**src/rtl/spi_arb_pkg.sv**
```systemverilog
// Shared types for the SPI bus arbiter: FSM state encoding and owner codes.
// Imported by spi_bus_arbiter and spi_arb_port_mux.
package spi_arb_pkg;

  typedef enum logic [1:0] {
    OWN    = 2'd0,
    DRAIN  = 2'd1,
    GUARD  = 2'd2,
    SWITCH = 2'd3
  } arb_state_e;

  localparam logic OWNER_ADC = 1'b1;
  localparam logic OWNER_CAN = 1'b0;

endpackage

```
**src/rtl/spi_arb_port_mux.sv**
```systemverilog
// Combinational pin mux: routes the owner's SCLK/MOSI/SS to the pins, holds
// the non-owner's selects high, and parks every pin during SWITCH.
// Ports: owner_i/switch_i from the FSM; a_*/b_* master side; spi_* pin side.
module spi_arb_port_mux
  import spi_arb_pkg::*;
#(
  parameter int   SSA       = 2,
  parameter int   SSB       = 3,
  parameter logic IDLE_SCLK = 1'b0
) (
  input  logic           owner_i,
  input  logic           switch_i,
  input  logic           a_sclk_i,
  input  logic           a_mosi_i,
  input  logic [SSA-1:0] a_ss_n_i,
  input  logic           b_sclk_i,
  input  logic           b_mosi_i,
  input  logic [SSB-1:0] b_ss_n_i,
  input  logic           spi_miso_i,
  output logic           a_miso_o,
  output logic           b_miso_o,
  output logic           spi_sclk_o,
  output logic           spi_mosi_o,
  output logic [SSA-1:0] a_ss_n_pin_o,
  output logic [SSB-1:0] b_ss_n_pin_o
);

  assign a_miso_o = spi_miso_i;
  assign b_miso_o = spi_miso_i;

  always_comb begin
    spi_sclk_o   = IDLE_SCLK;
    spi_mosi_o   = 1'b0;
    a_ss_n_pin_o = '1;
    b_ss_n_pin_o = '1;
    if (!switch_i) begin
      if (owner_i == OWNER_ADC) begin
        spi_sclk_o   = a_sclk_i;
        spi_mosi_o   = a_mosi_i;
        a_ss_n_pin_o = a_ss_n_i;
      end else begin
        spi_sclk_o   = b_sclk_i;
        spi_mosi_o   = b_mosi_i;
        b_ss_n_pin_o = b_ss_n_i;
      end
    end
  end

endmodule

```
**src/rtl/spi_bus_arbiter.sv**
```systemverilog
// Safe-switching owner arbiter for the shared SPI pins (ADC vs CAN master).
// Ports: sel_req/owner (1=ADC), busy, sticky collision/timeout, flag_clr.
// Optional macro SPI_ARB_TIMEOUT_EN: forced switch after TIMEOUT_CYCLES DRAIN.
module spi_bus_arbiter
  import spi_arb_pkg::*;
#(
  parameter int   SSA            = 2,
  parameter int   SSB            = 3,
  parameter int   GUARD_CYCLES   = 16,
  parameter int   TIMEOUT_CYCLES = 65535,
  parameter logic IDLE_SCLK      = 1'b0
) (
  input  logic           clk,
  input  logic           rst,
  input  logic           sel_req,
  input  logic           a_sclk,
  input  logic           a_mosi,
  input  logic [SSA-1:0] a_ss_n,
  output logic           a_miso,
  input  logic           b_sclk,
  input  logic           b_mosi,
  input  logic [SSB-1:0] b_ss_n,
  output logic           b_miso,
  output logic           spi_sclk,
  output logic           spi_mosi,
  input  logic           spi_miso,
  output logic [SSA-1:0] a_ss_n_pin,
  output logic [SSB-1:0] b_ss_n_pin,
  output logic           owner,
  output logic           busy,
  output logic           collision,
  output logic           timeout,
  input  logic           flag_clr
);

  localparam int GW = $clog2(GUARD_CYCLES + 1);
  localparam logic [GW-1:0] GLAST = GW'(GUARD_CYCLES - 1);

  arb_state_e    state_q, state_d;
  logic          owner_q, owner_d;
  logic [GW-1:0] gcnt_q, gcnt_d;
  logic          col_q, col_d;
  logic          to_set;

  logic a_act, b_act, own_act, req_diff, nown_low;

  assign a_act    = ~&a_ss_n;
  assign b_act    = ~&b_ss_n;
  assign own_act  = (owner_q == OWNER_ADC) ? a_act : b_act;
  assign req_diff = sel_req != owner_q;

  // During SWITCH neither master owns the bus.
  assign nown_low = (state_q == SWITCH) ? (a_act | b_act)
                  : (owner_q == OWNER_ADC) ? b_act : a_act;

`ifdef SPI_ARB_TIMEOUT_EN
  localparam int DW = $clog2(TIMEOUT_CYCLES + 1);
  localparam logic [DW-1:0] DLAST = DW'(TIMEOUT_CYCLES - 1);
  logic [DW-1:0] dcnt_q, dcnt_d;
  logic          to_q;
`else
  logic unused_cfg;
  assign unused_cfg = ^TIMEOUT_CYCLES;
`endif

  always_comb begin
    state_d = state_q;
    owner_d = owner_q;
    gcnt_d  = '0;
    to_set  = 1'b0;
`ifdef SPI_ARB_TIMEOUT_EN
    dcnt_d  = '0;
`endif
    unique case (state_q)
      OWN: begin
        if (req_diff) state_d = own_act ? DRAIN : GUARD;
      end
      DRAIN: begin
        if (!req_diff) state_d = OWN;
        else if (!own_act) state_d = GUARD;
`ifdef SPI_ARB_TIMEOUT_EN
        else if (dcnt_q == DLAST) begin
          state_d = SWITCH;
          to_set  = 1'b1;
        end else dcnt_d = dcnt_q + 1'b1;
`endif
      end
      GUARD: begin
        if (!req_diff) state_d = OWN;
        else if (own_act) state_d = DRAIN;
        else if (gcnt_q == GLAST) state_d = SWITCH;
        else gcnt_d = gcnt_q + 1'b1;
      end
      SWITCH: begin
        state_d = OWN;
        owner_d = ~owner_q;
      end
      default: state_d = OWN;
    endcase
  end

  // Set has priority over a coincident clear.
  assign col_d = nown_low | (col_q & ~flag_clr);

  always_ff @(posedge clk or posedge rst) begin
    if (rst) begin
      state_q <= OWN;
      owner_q <= OWNER_CAN;
      gcnt_q  <= '0;
      col_q   <= 1'b0;
    end else begin
      state_q <= state_d;
      owner_q <= owner_d;
      gcnt_q  <= gcnt_d;
      col_q   <= col_d;
    end
  end

`ifdef SPI_ARB_TIMEOUT_EN
  always_ff @(posedge clk or posedge rst) begin
    if (rst) begin
      dcnt_q <= '0;
      to_q   <= 1'b0;
    end else begin
      dcnt_q <= dcnt_d;
      to_q   <= to_set | (to_q & ~flag_clr);
    end
  end
  assign timeout = to_q;
`else
  assign timeout = 1'b0;
`endif

  assign owner     = owner_q;
  assign busy      = state_q != OWN;
  assign collision = col_q;

  spi_arb_port_mux #(
    .SSA       (SSA),
    .SSB       (SSB),
    .IDLE_SCLK (IDLE_SCLK)
  ) u_mux (
    .owner_i      (owner_q),
    .switch_i     (state_q == SWITCH),
    .a_sclk_i     (a_sclk),
    .a_mosi_i     (a_mosi),
    .a_ss_n_i     (a_ss_n),
    .b_sclk_i     (b_sclk),
    .b_mosi_i     (b_mosi),
    .b_ss_n_i     (b_ss_n),
    .spi_miso_i   (spi_miso),
    .a_miso_o     (a_miso),
    .b_miso_o     (b_miso),
    .spi_sclk_o   (spi_sclk),
    .spi_mosi_o   (spi_mosi),
    .a_ss_n_pin_o (a_ss_n_pin),
    .b_ss_n_pin_o (b_ss_n_pin)
  );

endmodule

```
**config.mk**
```make
export PLATFORM = sky130hd
export DESIGN_NAME = spi_bus_arbiter
export DESIGN_NICKNAME = d
export VERILOG_FILES = /design/src/rtl/spi_arb_pkg.sv /design/src/rtl/spi_arb_port_mux.sv /design/src/rtl/spi_bus_arbiter.sv
export SDC_FILE = /design/constraint.sdc
export NUM_CORES = 1
export LEC_CHECK = 0
export ABC_AREA = 0
export CAP_MARGIN = 5
export CELL_PAD_IN_SITES_DETAIL_PLACEMENT = 1
export CELL_PAD_IN_SITES_GLOBAL_PLACEMENT = 2
export CORE_UTILIZATION = 23
export CTS_BUF_LIST = sky130_fd_sc_hd__clkbuf_16
export DETAILED_ROUTE_END_ITERATION = 12
export GPL_TIMING_DRIVEN = 1
export PLACE_DENSITY_LB_ADDON = 0.12
export SLEW_MARGIN = 20
export SYNTH_ARGS = -nofsm -noshare
export SYNTH_HDL_FRONTEND = slang
export SYNTH_SLANG_ARGS = --single-unit
```
**constraint.sdc**
```tcl
create_clock -name clk -period 2.2 [get_ports clk]
set_input_delay 0.44 -clock clk [delete_from_list [all_inputs] [get_ports clk]]
set_output_delay 0.44 -clock clk [all_outputs]
set_load 0.005 [all_outputs]
```
==> results.cfg, run 1 <==
[run_status]
outcome = finished, final reports clean

[global_routing]
wire_length_of_the_first_global_routing_pass_mm = 2.13
global_route_track_usage_on_met3_pct = 3.87
pin_count_of_the_biggest_net_entering_global_routing = 10
global_route.peak_usage_layer = met2
groute.usage.overall_pct = 11.1
first_global_vias = 485
gr-total-overflow = 0
antenna_found_initial = 0
global_route.usage.met2_pct = 17.1
gr-usage-met1_pct = 13.9

[synthesis]
netlist_top_cells_area = sky130_fd_sc_hd__dfrtp_1, sky130_fd_sc_hd__o2111ai_4, sky130_fd_sc_hd__buf_4
synth_sequential_area_ratio_pct = 40.8
number_of_warning_messages_in_the_yosys_log = 0
post_synth.cell_area_avg_um2 = 10.2
postSynthNetCount = 69
syn_area_um2 = 552
synth_area_leader_cell = sky130_fd_sc_hd__dfrtp_1
synth_top_area_share_pct = 40.8
netlist_instances = 54
synth_seq_cells = 9
yosys.cell_types.count = 28

[clock_tree]
post_cts_buffers = 0
post_cts.resized_instances = 0
num_clock_sinks = 9
ctsRootBufferMaster = sky130_fd_sc_hd__clkbuf_16
clkSlewWorstSetupHoldPaths_ns = 0.04
hold_buffers = 0
ctsHtreeMaxLevel = 1
clock_latency_ns = 0.23
cts_tree = yes
number_of_buffers_between_clock_root_and_the_deepest_sink = 2
cts_made_buffers = 3

[drt]
postRouteWirelength_mm = 1.23
detail_route.wl_per_cell_um = 11.7
num_vias = 452
detailedRoute.firstPassIterationCount = 2
ant_nets = 0
remaining_drc_errors = 0
detail_route.iter0.violations = 5
vias_per_cell = 4.30

[cells_and_area]
finalNetCount = 93
mostFrequentLayoutCells = sky130_fd_sc_hd__clkdlybuf4s50_1, sky130_fd_sc_hd__dfrtp_1, sky130_fd_sc_hd__nand2_1, sky130_fd_sc_hd__a21oi_1, sky130_fd_sc_hd__inv_1
synthToLayoutAreaGrowth_pct = 55.8
final_core_utilization_pct = 38.5
final_cells = 105
post_route_cells_drive_above_1_share_pct = 13.0
antenna_cells = 0
most_common_library_cell_in_the_layout_ignoring_fill_and_taps = sky130_fd_sc_hd__clkdlybuf4s50_1

[timing]
finalMaxSlewViolations = 0
finalWorstPathRequiredPeriod_ns = 2.04
number_of_hold_violations_in_the_final_report = 0
finalSetupViolations = 0
timing.clock.skew_ns = 0.00222
timing.setup.tns_ns = 0
maxClockFrequency_mhz = 491
rsz0062_at_grt = no
postLayoutSetupSlackWorst_ns = 0.162
finalCritPeriodShare_pct = 92.6

[power_and_ir_drop]
p_total_uw = 886
total_leakage_power_nw = 0.367
ir_worst_vdd_uv = 308
p_per_area_mw_per_mm2 = 1030

[setup_path]
cp_common_cell = sky130_fd_sc_hd__clkdlybuf4s50_1
worstPathArrival_ns = 1.60
worst-endpoint-required_ns = 1.76
endpoint_kind = output pin
path_max_fanout = 1
criticalPathCategory = in2out
worstPathCellList = clkdlybuf4s50_1, mux2i_1, a21oi_1, clkdlybuf4s50_1
critical_path_start_type = primary input
crit_slowest_cell = sky130_fd_sc_hd__clkdlybuf4s50_1
critical_path.max_stage_delay_ns = 0.52
cp_num_buf_inv = 2
critical_path.top_delay_family = buffers and inverters

[floorplan]
core-area_mm2 = 0.00223
row_count = 17
floorplan.initialDensity_pct = 24.7
fp.dieH_um = 51.0
width_of_the_die_um = 51.0
dieArea_mm2 = 0.00260
top_level_ports = 27

[placement]
place_ws_ns = 0.160
place.detailed.instances = 101
globalplace.congestion = 0.716
buffer_ports.inserted = 22
detailedPlacementHpwl_um = 997

[min_path]
holdCritPathClass = reg2reg

[run]
max-cap-violations = 0
==> worst reg2reg max path: stages (launching register included) <==
cell and delay [ns]:
sky130_fd_sc_hd__dfrtp_1 0.44, sky130_fd_sc_hd__buf_4 0.19, sky130_fd_sc_hd__and4b_2 0.32, sky130_fd_sc_hd__o2111ai_4 0.18, sky130_fd_sc_hd__nor3b_2 0.20
==> routing by layer <==
layer	vias to the layer above	share of wire [%]
met4	0	0
met5	-	0
met1	213	46
li1	227	-
met2	12	49
met3	0	4.6
==> power by group <==
part | internal (mW) | total (mW) | switching (mW) | leakage [nW]
registers | 0.196 | 0.239 | 0.0431 | 0.118
logic | 0.207 | 0.338 | 0.131 | 0.207
clock network | 0.237 | 0.309 | 0.0719 | 0.0423
==> cell families (layout without fill, tap and decap cells) <==
logic type | after synthesis | count (layout) | share of synthesized area [%]
compound gates | 8 | 8 | 12.5
xor+xnor | 4 | 4 | 6.35
fa+ha+maj | 1 | 1 | 2.27
buf+inv | 7 | 30 | 8.16
flops | 9 | 9 | 40.8
mux | 2 | 2 | 3.63
other cells | 1 | 1 | 0.680
simple gates | 22 | 22 | 25.6
==> registers in the layout, summed over array words and instances, names as in the netlist <==
signal / count
owner: 1
collision: 1
gcnt_q: 5
state_q: 2
==> worst paths after layout <==
path,start,endpoint,slack [ns],depth (start not counted)
setup / recovery,b_sclk,spi_sclk,0.16,4
hold / removal,gcnt_q[0],gcnt_q[0],0.47,1
setup reg to reg,owner,gcnt_q[1],0.79,4
hold reg to reg,gcnt_q[0],gcnt_q[0],0.47,1
max in group asynchronous,rst,owner,1.47,2
min in group asynchronous,rst,collision,0.48,2
==> through the flow <==
| step | cell area, um^2 | hold slack (ns) |
|---|---|---|
| after global routing | 860 | 0.491 |
| after floorplan | 552 | 0.268 |
| after CTS | 860 | 0.475 |
| final | 860 | 0.467 |
| after global placement | 781 | 0.469 |
| after detailed placement | 781 | 0.473 |
==> cells in the mapped netlist (all sizes together) <==
master / instances
nor2b: 1
inv: 3
a22oi: 1
mux2i: 2
a21oi: 4
nand3b: 2
nand2b: 3
ha: 1
nand3: 2
xor2: 2
conb: 1
buf: 4
nor2: 2
dfrtp: 9
and3: 1
or2: 2
nor3: 2
a31oi: 1
a211o: 1
xnor2: 2
o2111ai: 1
and4b: 2
nand2: 4
nor3b: 1
==> cell type report <==
| cell class | instances | area, um^2 |
|---|---|---|
| Clock buffer | 3 | 75.1 |
| Tap cell | 28 | 35.0 |
| Sequential cell | 9 | 225 |
| Fill cell | 273 | 1370 |
| Inverter | 3 | 11.3 |
| Clock inverter | 1 | 3.75 |
| Multi-Input combinational cell | 38 | 282 |
| Timing Repair Buffer | 23 | 228 |
Power figures use the tool's default switching activity.
==> inputs of run 2 (changes only) <==
- CORE_MARGIN: default -> 4
==> run 2 against run 1 <==
Against the previous run:
- combinational power hardly changed
- register-to-register slack about the same
- first-iteration DRC count shrank 20%
- die area rose by 25%
- largest power group unchanged
- highest routed layer is now met4
- critical endpoint unchanged
- core utilization fell by 0.36 points
- count of clock-buffer cells in the layout unchanged
==> results.cfg, run 2 (synthesis gave the netlist of run 1 again) <==
[cells_and_area]
area_taken_by_flip_flops_and_latches_um2 = 225
most_common_library_cell_in_the_layout_ignoring_fill_and_taps = sky130_fd_sc_hd__clkdlybuf4s50_1
post_route_cells_drive_above_1_share_pct = 13.0
max_flop_register = gcnt_q
largest_registers = gcnt_q x5, state_q x2
n_fill_cell = 273
mostFrequentLayoutCells = sky130_fd_sc_hd__clkdlybuf4s50_1, sky130_fd_sc_hd__dfrtp_1, sky130_fd_sc_hd__nand2_1, sky130_fd_sc_hd__a21oi_1, sky130_fd_sc_hd__inv_1
largest_reg_flops = 5
antenna_cells = 0
multiInputGateArea_um2 = 282
synthToLayoutAreaGrowth_pct = 55.8
finish.instance_area_um2 = 860
finalNetCount = 93

[power_and_ir_drop]
p_total_uw = 892
power_frac_clock_pct = 35.0
power.share.sequential_pct = 26.8
sw_frac_of_total_pct = 28.3
sw_pwr_uw = 252
ir_worst_vdd_uv = 441
total_leakage_power_nw = 0.367
p_int_uw = 640
power.combinational.fraction_pct = 38.2
p_per_area_mw_per_mm2 = 1040

[clock_tree]
ctsHtreeMaxLevel = 1
ctsRootBufferMaster = sky130_fd_sc_hd__clkbuf_16
clkSlewWorstSetupHoldPaths_ns = 0.04
cts_made_buffers = 3
post_cts_buffers = 0
clock_latency_ns = 0.23
num_clock_sinks = 9
cts_tree = yes
number_of_buffers_between_clock_root_and_the_deepest_sink = 2
hold_buffers = 0
post_cts.resized_instances = 0

[timing]
finalMaxSlewViolations = 0
timing.clock.skew_ns = 0.00154
rsz0062_at_grt = no
finalWorstPathRequiredPeriod_ns = 2.03
number_of_hold_violations_in_the_final_report = 0
finalSetupViolations = 0
timing.setup.tns_ns = 0
maxClockFrequency_mhz = 492
finalCritPeriodShare_pct = 92.3

[drt]
num_vias = 464
vias_per_cell = 4.42
detail_route.iter0.violations = 4
detailedRoute.firstPassIterationCount = 2
ant_nets = 0
postRouteWirelength_mm = 1.32
detail_route.wl_per_cell_um = 12.5
remaining_drc_errors = 0

[floorplan]
top_level_ports = 27
core-area_mm2 = 0.00225
floorplan.initialDensity_pct = 24.5
row_count = 17
dieArea_mm2 = 0.00325
fp.dieH_um = 57.0
width_of_the_die_um = 57.0

[setup_path]
worst_r2r_path_depth = 4
path_max_fanout = 1
critical_path_start_type = primary input
worstPathArrival_ns = 1.59
worst-r2r-setup-slack_ns = 0.80
critical_path.reg2reg.startpoint = owner
worst-endpoint-required_ns = 1.76
endpoint_kind = output pin
criticalPathCategory = in2out
rr_endpoint = gcnt_q[3]

[placement]
detailedPlacementHpwl_mm = 1.05
globalplace.congestion = 0.706
place_area_um2 = 781
buffer_ports.inserted = 22

[run]
max-cap-violations = 0

[min_path]
worstHoldPathCells = 1
holdCritPathClass = reg2reg
worstHoldEndpoint = gcnt_q[0]
holdCritStartpoint = gcnt_q[0]

[global_routing]
groute.usage.overall_pct = 8.70
gr-total-overflow = 0
antenna_found_initial = 0
pin_count_of_the_biggest_net_entering_global_routing = 10
wire_length_of_the_first_global_routing_pass_mm = 2.13
first_global_vias = 446

[run_status]
outcome = finished, final reports clean
## run 2: worst max-delay path by stage
stage / start / to / slack (ns) / depth (start not counted)
floorplan: owner / b_ss_n_pin[0] / 0.93 / 3
global placement: a_sclk / spi_sclk / 0.18 / 4
detailed placement: a_sclk / spi_sclk / 0.15 / 4
CTS: a_sclk / spi_sclk / 0.15 / 4
global route: state_q[1] / b_ss_n_pin[0] / 0.07 / 3
finish: a_sclk / spi_sclk / 0.17 / 4
## run 2: power by group through the flow
stage	logic, mW	clock network [mW]	registers, mW
after global routing	0.373	0.337	0.244
after detailed placement	0.349	0	0.242
final	0.341	0.313	0.239
after CTS	0.350	0.326	0.240
after floorplan	0.184	0	0.226
after global placement	0.348	0	0.242
## run 2: routing by layer
| metal | global-route usage [%] | routed length (um) | part of all wire [%] | vias up |
|---|---|---|---|---|
| li1 | - | - | - | 228 |
| met1 | 10.7 | 570 | 43 | 222 |
| met2 | 13.1 | 630 | 48 | 11 |
| met3 | 3.85 | 94 | 7.1 | 3 |
| met4 | 3.97 | 23 | 1.7 | 0 |
| met5 | 0 | 0 | 0 | - |
## run 2: critical path: stages
cell and delay (ns):
sky130_fd_sc_hd__clkdlybuf4s50_1 0.45, sky130_fd_sc_hd__mux2i_1 0.06, sky130_fd_sc_hd__a21oi_1 0.12, sky130_fd_sc_hd__clkdlybuf4s50_1 0.52
## run 2: cell type report
cell class | instances | share of cell area (%)
clock buffer | 3 | 8.73
tap | 28 | 4.08
sequential | 9 | 26.2
multi-input combinational | 38 | 32.8
timing repair buffer | 23 | 26.5
inverter | 3 | 1.31
clock inverter | 1 | 0.437
## run 2: through the flow
stage | setup WS, ns | std cells | utilization (%) | hold slack [ns]
floorplan | 0.928 | 54 | - | 0.268
global placement | 0.177 | 101 | 34.6 | 0.471
CTS | 0.152 | 105 | 38.1 | 0.479
global route | 0.0699 | 105 | 38.1 | 0.509
detailed placement | 0.153 | 101 | 34.6 | 0.472
finish | 0.169 | 105 | 38.1 | 0.473
==> inputs of run 3 (changes only) <==
- GPL_ROUTABILITY_DRIVEN: default -> 1
- SETUP_SLACK_MARGIN: default -> 0.5
==> run 3 against run 2 <==
Against the previous run:
- sequential share of layout area decreased by 1.5 points
- maximum frequency increased by 18%
- global-route usage increased by 0.65 points
- die area unchanged
- clock power about the same
- core utilization increased by 3.0 points
- largest power group unchanged
==> results.cfg, run 3 (synthesis gave the netlist of run 1 again) <==
[run_status]
outcome = finished, final reports clean

[cells_and_area]
finalNetCount = 102
final_core_utilization_pct = 41.1
max_flop_register = gcnt_q
largest_reg_flops = 5
post_route_cells_drive_above_1_share_pct = 32.6
largest_registers = gcnt_q x5, state_q x2
antenna_cells = 0
most_common_library_cell_in_the_layout_ignoring_fill_and_taps = sky130_fd_sc_hd__clkdlybuf4s50_1
mostFrequentLayoutCells = sky130_fd_sc_hd__clkdlybuf4s50_1, sky130_fd_sc_hd__buf_4, sky130_fd_sc_hd__dfrtp_1, sky130_fd_sc_hd__dlygate4sd2_1, sky130_fd_sc_hd__inv_1
synthToLayoutAreaGrowth_pct = 68.0

[placement]
detailedPlacementHpwl_mm = 1.05
buffer_ports.inserted = 22
globalplace.congestion = 0.706

[setup_path]
criticalPathCategory = in2out
worstPathCellList = clkdlybuf4s50_1, nand2b_1, dlygate4sd2_1
critical_path_start_type = primary input
critical_path.max_stage_delay_ns = 0.43
cp_num_buf_inv = 2
crit_slowest_cell = sky130_fd_sc_hd__clkdlybuf4s50_1
critical_path.top_delay_family = buffers and inverters
worstPathArrival_ns = 1.28
path_max_fanout = 3
endpoint_kind = output pin
worst-endpoint-required_ns = 1.76

[floorplan]
top_level_ports = 27
core-area_mm2 = 0.00225
fp.dieH_um = 57.0
floorplan.initialDensity_pct = 24.5
row_count = 17
width_of_the_die_um = 57.0
dieArea_mm2 = 0.00325

[clock_tree]
hold_buffers = 0
ctsHtreeMaxLevel = 1
clock_latency_ns = 0.23
num_clock_sinks = 9
cts_made_buffers = 3
number_of_buffers_between_clock_root_and_the_deepest_sink = 2
ctsRootBufferMaster = sky130_fd_sc_hd__clkbuf_16
clkSlewWorstSetupHoldPaths_ns = 0.04
cts_tree = yes

[power_and_ir_drop]
p_per_area_mw_per_mm2 = 1070
p_total_uw = 987
power.combinational.fraction_pct = 45.1
sw_frac_of_total_pct = 29.3
sw_pwr_uw = 289
total_leakage_power_nw = 0.426
power.share.sequential_pct = 23.1
power_frac_clock_pct = 31.7
p_int_uw = 698
ir_worst_vdd_uv = 444

[timing]
maxClockFrequency_mhz = 581
hold_slack_ns = 0.470
timing.setup.tns_ns = 0
number_of_hold_violations_in_the_final_report = 0
timing.clock.skew_ns = 0.00210
finalMaxSlewViolations = 0
finalSetupViolations = 0
finalCritPeriodShare_pct = 78.3
finalWorstPathRequiredPeriod_ns = 1.72
rsz0062_at_grt = yes

[drt]
postRouteWirelength_mm = 1.45
num_vias = 499
vias_per_cell = 4.38
ant_nets = 0
detailedRoute.firstPassIterationCount = 3
detail_route.iter0.violations = 8
detail_route.wl_per_cell_um = 12.7
remaining_drc_errors = 0

[global_routing]
wire_length_of_the_first_global_routing_pass_mm = 2.30
antenna_found_initial = 0
pin_count_of_the_biggest_net_entering_global_routing = 10
groute.usage.overall_pct = 9.35
first_global_vias = 478
gr-total-overflow = 0

[run]
max-cap-violations = 0

[min_path]
holdCritPathClass = reg2reg
## run 3: cell count changes in the layout (fill, tap and decap cells not counted), moves of 2 or more
cell,delta
sky130_fd_sc_hd__buf_4,+7
sky130_fd_sc_hd__buf_6,+2
sky130_fd_sc_hd__clkbuf_2,+3
sky130_fd_sc_hd__clkdlybuf4s50_1,-11
sky130_fd_sc_hd__dfrtp_1,-3
sky130_fd_sc_hd__dfrtp_2,+3
sky130_fd_sc_hd__dlygate4sd2_1,+6
## run 3: worst paths after layout
check	startpoint	end	slack, ns	cells after the start
worst min-delay path	gcnt_q[0]	gcnt_q[0]	0.47	1
min in group asynchronous	rst	gcnt_q[2]	0.48	2
worst max-delay path	b_ss_n[0]	b_ss_n_pin[0]	0.48	3
worst min register to register	gcnt_q[0]	gcnt_q[0]	0.47	1
max in group asynchronous	rst	state_q[1]	1.44	2
worst max register to register	owner	gcnt_q[3]	0.63	6
## run 3: worst reg2reg max path, cell delays in order (launching register included)
cell                        delay (ns)
sky130_fd_sc_hd__dfrtp_2          0.43
sky130_fd_sc_hd__buf_6            0.13
sky130_fd_sc_hd__buf_4            0.12
sky130_fd_sc_hd__buf_4            0.13
sky130_fd_sc_hd__and4b_2          0.31
sky130_fd_sc_hd__o2111ai_4        0.18
sky130_fd_sc_hd__nor3_2           0.18
## run 3: cell type report
type | count | area (um^2)
fill | 272 | 1330
multi-input combinational | 38 | 295
timing repair buffer | 32 | 278
sequential | 9 | 229
clock buffer | 3 | 75.1
tap | 28 | 35.0
inverter | 3 | 11.3
clock inverter | 1 | 3.75
## run 3: repair_timing
| action | CTS | global route |
|---|---|---|
| setup endpoints to repair | 9 | 7 |
| gates resized for setup | 19 | 9 |
| buffers inserted | 8 | 1 |
| pin swaps | 0 | 1 |
## run 3: layer usage
metal  wire, um  vias up  track usage (%)
li1           -      248                -
met1        636      237             11.5
met2        692       11             14.4
met3         97        3             3.85
met4         23        0             3.97
met5          0        -                0
## run 3: per-stage QoR
| step | worst slack [ns] | instances | cell area, um^2 |
|---|---|---|---|
| finish | 0.478 | 114 | 927 |
| global route | 0.426 | 114 | 927 |
| CTS | 0.421 | 113 | 917 |
| detailed placement | 0.153 | 101 | 781 |
| global placement | 0.177 | 101 | 781 |
| floorplan | 0.928 | 54 | 552 |
## run 3: power by group through the flow
stage / registers (mW) / clock network [mW] / logic [mW]
floorplan: 0.226 / 0 / 0.184
global route: 0.233 / 0.337 / 0.487
finish: 0.228 / 0.313 / 0.446
CTS: 0.223 / 0.326 / 0.431
detailed placement: 0.242 / 0 / 0.349
global placement: 0.242 / 0 / 0.348
